==> src/rtl/lsr_seq4.sv <==
// lsr_seq4: multi-pass 4-bit logical-shift-right engine.
// Splits a 0-7 shift amount into passes of at most 3. Each pass goes
// through one combinational LSR4 stage per clock. Operands are accepted
// and results are returned over valid/ready handshakes.
// Optional build macro: LSR_SEQ_FASTZERO_EN. When it is defined, a remaining
// shift of 4 or more resolves straight to zero in a single SHIFT cycle.

// Combinational 4-bit logical shift right by 0..3 with zero fill.
module lsr4 (
  input  logic [3:0] a,
  input  logic [1:0] sh,
  output logic [3:0] y
);
  assign y = a >> sh;
endmodule

module lsr_seq4 (
  input  logic       CLK,
  input  logic       ASYNCRESETN,
  input  logic [3:0] I,
  input  logic [2:0] S,
  input  logic       I_valid,
  output logic       I_ready,
  output logic [3:0] O,
  output logic       O_valid,
  input  logic       O_ready,
  output logic       BUSY
);

  typedef enum logic [1:0] {IDLE, SHIFT, DONE} state_t;

  state_t     state_q, state_d;
  logic [3:0] d_q, d_d;
  logic [2:0] r_q, r_d;
  logic [3:0] o_q, o_d;

  logic [2:0] pass_amt;
  logic [2:0] r_rem;
  logic [3:0] lsr_out;
  logic       fast_zero;

  // Per-pass amount is min(R,3), so R can never underflow.
  assign pass_amt = (r_q > 3'd3) ? 3'd3 : r_q;
  assign r_rem    = r_q - pass_amt;

`ifdef LSR_SEQ_FASTZERO_EN
  assign fast_zero = (r_q >= 3'd4);
`else
  assign fast_zero = 1'b0;
`endif

  lsr4 u_lsr4 (
    .a  (d_q),
    .sh (pass_amt[1:0]),
    .y  (lsr_out)
  );

  assign I_ready = (state_q == IDLE);
  assign O_valid = (state_q == DONE);
  assign BUSY    = (state_q != IDLE);
  assign O       = o_q;

  // Next-state and datapath: accept in IDLE, one pass per SHIFT cycle, hold in DONE.
  always_comb begin
    state_d = state_q;
    d_d     = d_q;
    r_d     = r_q;
    o_d     = o_q;
    case (state_q)
      IDLE: begin
        if (I_valid) begin
          d_d = I;
          r_d = S;
          if (S == 3'd0) begin
            o_d     = I;
            state_d = DONE;
          end else begin
            state_d = SHIFT;
          end
        end
      end
      SHIFT: begin
        if (fast_zero) begin
          d_d     = 4'd0;
          r_d     = 3'd0;
          o_d     = 4'd0;
          state_d = DONE;
        end else begin
          d_d = lsr_out;
          r_d = r_rem;
          if (r_rem == 3'd0) begin
            o_d     = lsr_out;
            state_d = DONE;
          end
        end
      end
      DONE: begin
        if (O_ready) begin
          state_d = IDLE;
        end
      end
      default: begin
        state_d = IDLE;
      end
    endcase
  end

  // State and data registers, cleared asynchronously on reset.
  always_ff @(posedge CLK or negedge ASYNCRESETN) begin
    if (!ASYNCRESETN) begin
      state_q <= IDLE;
      d_q     <= 4'd0;
      r_q     <= 3'd0;
      o_q     <= 4'd0;
    end else begin
      state_q <= state_d;
      d_q     <= d_d;
      r_q     <= r_d;
      o_q     <= o_d;
    end
  end

endmodule

==> config.mk <==
export PLATFORM = sky130hd
export DESIGN_NAME = lsr_seq4
export DESIGN_NICKNAME = d
export VERILOG_FILES = /design/src/rtl/lsr_seq4.sv
export SDC_FILE = /design/constraint.sdc
export NUM_CORES = 1
export LEC_CHECK = 0
export CORE_MARGIN = 2
export CORE_UTILIZATION = 43
export DETAILED_ROUTE_END_ITERATION = 6
export PLACE_DENSITY_LB_ADDON = 0.3
export SETUP_SLACK_MARGIN = 0.15
export SYNTH_ARGS = -nofsm -noshare
export SYNTH_HDL_FRONTEND = slang
export SYNTH_HIERARCHICAL = 1
export SYNTH_SLANG_ARGS = --single-unit
==> constraint.sdc <==
create_clock -name CLK -period 1.8 [get_ports CLK]
set_clock_uncertainty 0.2 [all_clocks]
set_input_delay 0.45 -clock CLK [delete_from_list [all_inputs] [get_ports CLK]]
set_output_delay 0.45 -clock CLK [all_outputs]
set_load 0.05 [all_outputs]
==> flow_metrics.env <==
export IMPL_status="finished with violations"
export IMPL_violations="negative setup slack"
export IMPL_power_switching_w=0.001185
export IMPL_rsz0062_at_grt="true"
export IMPL_vias=683
export IMPL_fillers=102
export IMPL_fmax_ghz=0.5399
export IMPL_slew_viol_final=0
export IMPL_grt_pass1_wl_um=3422
export IMPL_synth_warnings=6
export IMPL_syn_area_um2=760.7
export IMPL_relSlewSlack=0.8463
export IMPL_syn_to_final_growth_pct=71.71
export IMPL_rows=15
export IMPL_finalHoldViolCount=0
export IMPL_use_met1=0.3167
export IMPL_place_gp_congestion=0.8448
export IMPL_die_h_um=46.06
export IMPL_critPathCaptureType="flop"
export IMPL_final_antenna_net_count=0
export IMPL_synth_compound_area_frac=0.1382
export IMPL_cts_buffers=3
export IMPL_postPlaceCellArea_mm2=0.001132
export IMPL_ys_seq_area_frac=0.4276
export IMPL_min_path_type="primary input to asynchronous set/reset pin"
export IMPL_root_buffer="clkbuf_4"
export IMPL_period_needed_ns=1.852
export IMPL_ys_types=29
export IMPL_antenna_cells=0
export IMPL_grt_pass1_vias=748
export IMPL_combPwrFrac=0.735
export IMPL_critical_path_class="flop to flop"
export IMPL_clock_path_buffers=2
export IMPL_clk_pin_slew_worst_paths_ns=0.08
export IMPL_cp_arrival_ns=1.81
export IMPL_grt_antenna_before_repair=0
export IMPL_critical_path_required_ns=1.76
export IMPL_finalCritPeriodShare=1.029
export IMPL_busiest_layer="met2"
export IMPL_ys_top_cells_by_area="dfrtp_1, mux2i_1, mux2_4"
export IMPL_utilization=0.7733
export IMPL_drt_iter0_markers=3
export IMPL_tns_ns=-0.2512
export IMPL_ys_flop_type="dfrtp_1"
export IMPL_post_route_drc_count=0
export IMPL_p_sw_frac=0.4047
export IMPL_layout_drive_gt1_share=0.5315
export IMPL_clk_latency_ns=0.27
export IMPL_maxCapViolations=0
export IMPL_dp_cells=114
export IMPL_die_w_um=46.06
export IMPL_use_met2=0.3778
export IMPL_wire_per_inst_um=15.76
export IMPL_syn_nets=79
export IMPL_firstDrtPassIters=4
export IMPL_yosys_mux_area_fraction=0.2270
export IMPL_syn_area_per_cell_um2=11.35
export IMPL_ff_latch_area_um2=325.3
export IMPL_synth_top_family_by_area="multiplexers"
export IMPL_via_per_inst=5.336
export IMPL_worst_slack_ns=-0.05221
export IMPL_port_buffers=17
export IMPL_gr_total_overflow=0
export IMPL_synth_seq_cells=13
export IMPL_synth_simple_gate_area_frac=0.1579
export IMPL_final_nets=124
export IMPL_powerDensity_mw_per_mm2=2242
export IMPL_p_int_w=0.001743
export IMPL_clockPowerShare=0.061
export IMPL_die_area_mm2=0.002122
export IMPL_multi_input_area_um2=473.0
export IMPL_grtUsageMet3=0.03529
export IMPL_grt_max_degree=14
export IMPL_finalInstanceArea_mm2=0.001306
export IMPL_start_util=0.4504
export IMPL_cts_htree_levels=1
export IMPL_worst_slew_pin_slew_ns=0.2306
export IMPL_syn_inst=67
export IMPL_coreArea_mm2=0.001689
export IMPL_synth_top_cell_by_area="dfrtp_1"
export IMPL_p_seq_frac=0.204
export IMPL_synth_xor_area_frac=0
export IMPL_cts_sinks=13
export IMPL_synth_most_common_cell="dfrtp_1"
export IMPL_routed_wl_um=2017
export IMPL_holdWs_ns=0.2799
export IMPL_ios=18
export IMPL_cts_tree="built"
export IMPL_finalNonFillerCells=128
export IMPL_dpl_hpwl_um=1429
export IMPL_async_flop_share=1.000
export IMPL_peakVddDrop_mv=1.430
export IMPL_leakagePower_nw=0.6139
export IMPL_setup_viol_count_final=7
export IMPL_path_max_fanout=5
export IMPL_start_kind="flop"
export IMPL_grt_use_total=0.2374
export IMPL_synth_top_area_frac=0.4276
export IMPL_synthTopCellsByCount="dfrtp_1, mux2i_1, o21ai_0, nand2b_1"
export IMPL_hold_buffers=0
export IMPL_synthAdderAreaFrac=0.01645
export IMPL_synth_edf_count=0
## final timing paths
path	slack, ns	start	cells after the start	to
setup reg to reg	-0.05	r_q[2]	5	d_q[1]
min in group CLK	0.31	d_q[0]	2	d_q[0]
setup / recovery	-0.05	r_q[2]	5	d_q[1]
hold reg to reg	0.31	d_q[0]	2	d_q[0]
max in group asynchronous	0.95	ASYNCRESETN	2	O[0]
hold / removal	0.28	ASYNCRESETN	2	d_q[2]
## cell families (layout without fill, tap and decap cells)
group                      count (synthesis)  in the layout
buffers and inverters                      5             49
and+or+nand+nor                           20             20
muxes                                     15             15
adders and majority gates                  1              1
DFF                                       13             13
AOI/OAI and AO/OA                         13             13
## critical path, stage by stage (launching register included)
cell     delay [ns]
dfrtp_1        0.44
or2_4          0.26
mux2i_2        0.20
o22ai_1        0.11
mux2_4         0.27
mux2_4         0.26
## power by group through the flow
stage	registers, W	clock network, W	logic, W
final	0.000598	0.000180	0.00215
after global routing	0.000616	0.000200	0.00228
after CTS	0.000595	0.000186	0.00202
after detailed placement	0.000589	0	0.00175
after global placement	0.000581	0	0.00172
after floorplan	0.000705	0	0.000928
## metal layers
metal	share of wire	vias to the layer above
met5	0	-
met4	0.022	0
met3	0.020	6
li1	-	333
met2	0.50	9
met1	0.46	335
## area by class of cell
class                      count  area share
multi-input combinational     49      0.3621
clock buffer                   4     0.02011
tap                           17     0.01628
sequential                    13      0.2490
inverter                       4     0.01533
timing repair buffer          41      0.3372
## sequential cells by signal, indices dropped and copies added (netlist names)
register / count
state_q: 2
r_q: 3
O: 4
d_q: 4
## layout by cell type (no fill, tap or decap), drive strengths merged, types with 2 or more instances in the layout
cell / synthesis / routed
nand2b: 4 / 4
o21ai: 5 / 5
dfrtp: 13 / 13
buf: 1 / 31
or2: 3 / 3
clkdlybuf4s15: 0 / 2
clkdlybuf4s50: 0 / 7
nor2: 3 / 3
mux2i: 6 / 6
inv: 4 / 4
nand2: 3 / 3
mux2: 9 / 9
clkbuf: 0 / 4
## timing repair
action,in CTS,in global routing
buffers inserted,6,4
gates resized for setup,24,4
setup endpoints to repair,12,13
pin swaps,8,5
hold endpoints to repair,0,0
## stage by stage
step,setup slack [ns],power [W]
6_report,-0.05221,0.002928
2_1_floorplan,-0.07881,0.001633
3_5_place_dp,-0.5556,0.002340
3_3_place_gp,-0.5166,0.002298
4_1_cts,-0.06541,0.002799
5_1_grt,-0.1179,0.003095
Note: power is estimated with default switching activity, not from simulation.
==> patch (same flow settings) <==
Add a define of `LSR_SEQ_FASTZERO_EN`.
--- a/src/rtl/lsr_seq4.sv
+++ b/src/rtl/lsr_seq4.sv
@@ -7,4 +7,6 @@
 
 // Combinational 4-bit logical shift right by 0..3 with zero fill.
+`define LSR_SEQ_FASTZERO_EN
+
 module lsr4 (
   input  logic [3:0] a,
Check against the original RTL: not equivalent (Yosys sat finds a counterexample within 4 cycles, from zero or initial values and one cycle with ASYNCRESETN low).
==> patch against the original RTL <==
- the run still ends with setup timing left
- largest power group unchanged
- routed wire length down 6.9%
- sequential share of layout area shrank 0.16 points
- final area is 1.4% higher
- synthesized cell count rose by 13%
- total power is 6.1% lower
- critical endpoint is now O[3]
- count of clock-buffer cells in the layout did not move
- sequential cell count is the same
- area after synthesis shrank 2.3%
- setup slack got worse by 0.034 ns
- critical path type unchanged
==> patch: results (changes against the original RTL) <==
status: finished with violations (unchanged)
failing checks: setup timing (unchanged)
GRT Total Usage: 19.88% (was 23.74%)
Compound-Gate Fraction of Synth Area: 17.68% (was 13.82%)
multiplexer share of the synthesized area: 10.77% (was 22.70%)
first-pass GRT wire length: 2904 um (was 3422 um)
ranking of synthesized cells by area: dfrtp_1 44%, mux2i_1 11%, nor4bb_1 5.4% (was dfrtp_1 43%, mux2i_1 7.9%, mux2_4 5.9%)
Seq/Total Area, Yosys: 43.77% (was 42.76%)
# setup viols final: 5 (was 7)
# port buffers: 17 (unchanged)
Post-synth EDFFs: 0 (unchanged)
placed cell area: 0.001077 mm2 (was 0.001132 mm2)
reg2reg path depth: 6 (was 5)
Sw Pwr: 1.180 mW (was 1.185 mW)
unique cell type count in the Yosys netlist: 25 (was 29)
H-tree depth: 1 (unchanged)
Routed WL: 1877 um (was 2017 um)
Slew Limit Headroom: 73.50% (was 84.63%)
total power: 2.750 mW (was 2.928 mW)
Hold Path Class: primary input to async pin (unchanged)
post-DP HPWL: 1200 um (was 1429 um)
number of global-route vias before repair: 636 (was 748)
Adder-Cell Fraction of Synth Area: 1.684% (was 1.645%)
slowest CP cell: dfrtp_1 (unchanged)
TritonCTS Buffers: 3 (unchanged)
Initial DRT Pass Iterations: 3 (was 4)
Root Buffer: clkbuf_4 (unchanged)
leak pwr: 0.5947 nW (was 0.6139 nW)
detailed-route vias per instance: 5.313 (was 5.336)
crit path DAT: 1.88 ns (was 1.81 ns)
Post-layout nets: 127 (was 124)
final setup margin: -0.08572 ns (was -0.05221 ns)
crit-path max cell delay: 0.40 ns (was 0.44 ns)
post-synthesis net count: 88 (was 79)
Flop pwr share: 21.3% (was 20.4%)
ys flop type: dfrtp_1 (unchanged)
Synth top cells by count: 13 x dfrtp_1, 8 x inv_1, 8 x mux2i_1, 8 x nand2_1, 5 x o21ai_0 (was 13 x dfrtp_1, 6 x mux2i_1, 5 x o21ai_0)
pre-CTS WS: -0.3861 ns (was -0.5556 ns)
Max FO, Critical Path: 5 (unchanged)
layout cells sized above 1: 47.37% (was 53.15%)
post-synthesis xor/xnor area fraction: 0% (unchanged)
routability cong.: 0.7636 (was 0.8448)
Max VDD drop: 1256 uV (was 1430 uV)
clk pwr: 0.182 mW
DRT iter0 DRCs: 5 (was 3)
pin count of the biggest net entering global routing: 14 (unchanged)
Clk pin slew, worst setup/hold paths: 0.08 ns (about the same)
patch: worst max-delay path, delay by kind of cell (launching register included):
family,cells,cell delay (ns)
flip-flops,1,0.40
adder cells (fa/ha/maj),1,0.23
AND/OR/NAND/NOR,2,0.31
AO/OA/AOI/OAI,1,0.28
buffers and inverters,1,0.17
multiplexers,1,0.21
patch: per-layer routing:
metal	up-vias	track usage, %	share of wire, %
met5	-	0	0
met4	0	5.294	0.43
met3	2	6.349	3.3
met2	11	30.99	50
met1	340	26.50	46
li1	343	-	-
patch: timing repair:
action / CTS / global route
pin swaps: 11 / 6
hold endpoints to repair: 0 / 0
gates resized for setup: 27 / 9
setup buffers: 8 / 1
setup endpoints to repair: 12 / 15
patch: final timing paths:
check | startpoint | end | slack, ns
worst max register to register | r_q[0] | O[3] | -0.09
worst min-delay path | ASYNCRESETN | d_q[0] | 0.28
min in group CLK | S[1] | r_q[1] | 0.30
worst max-delay path | r_q[0] | O[3] | -0.09
worst min register to register | d_q[1] | d_q[1] | 0.32
max in group asynchronous | ASYNCRESETN | state_q[0] | 0.94
patch: through the flow:
| step | cells | TNS [ns] |
|---|---|---|
| CTS | 130 | -0.2105 |
| floorplan | 76 | -0.1076 |
| global route | 131 | -0.7485 |
| detailed placement | 118 | -1.934 |
| global placement | 118 | -1.692 |
| finish | 131 | -0.2198 |
patch: layout make-up:
cell class | count | area [um2]
inverters | 9 | 42.54
fillers | 92 | 345.3
well taps | 17 | 21.27
clock buffers | 4 | 26.28
multi-input cells | 52 | 513.0
flip-flops and latches | 13 | 327.8
repair buffers | 36 | 394.1
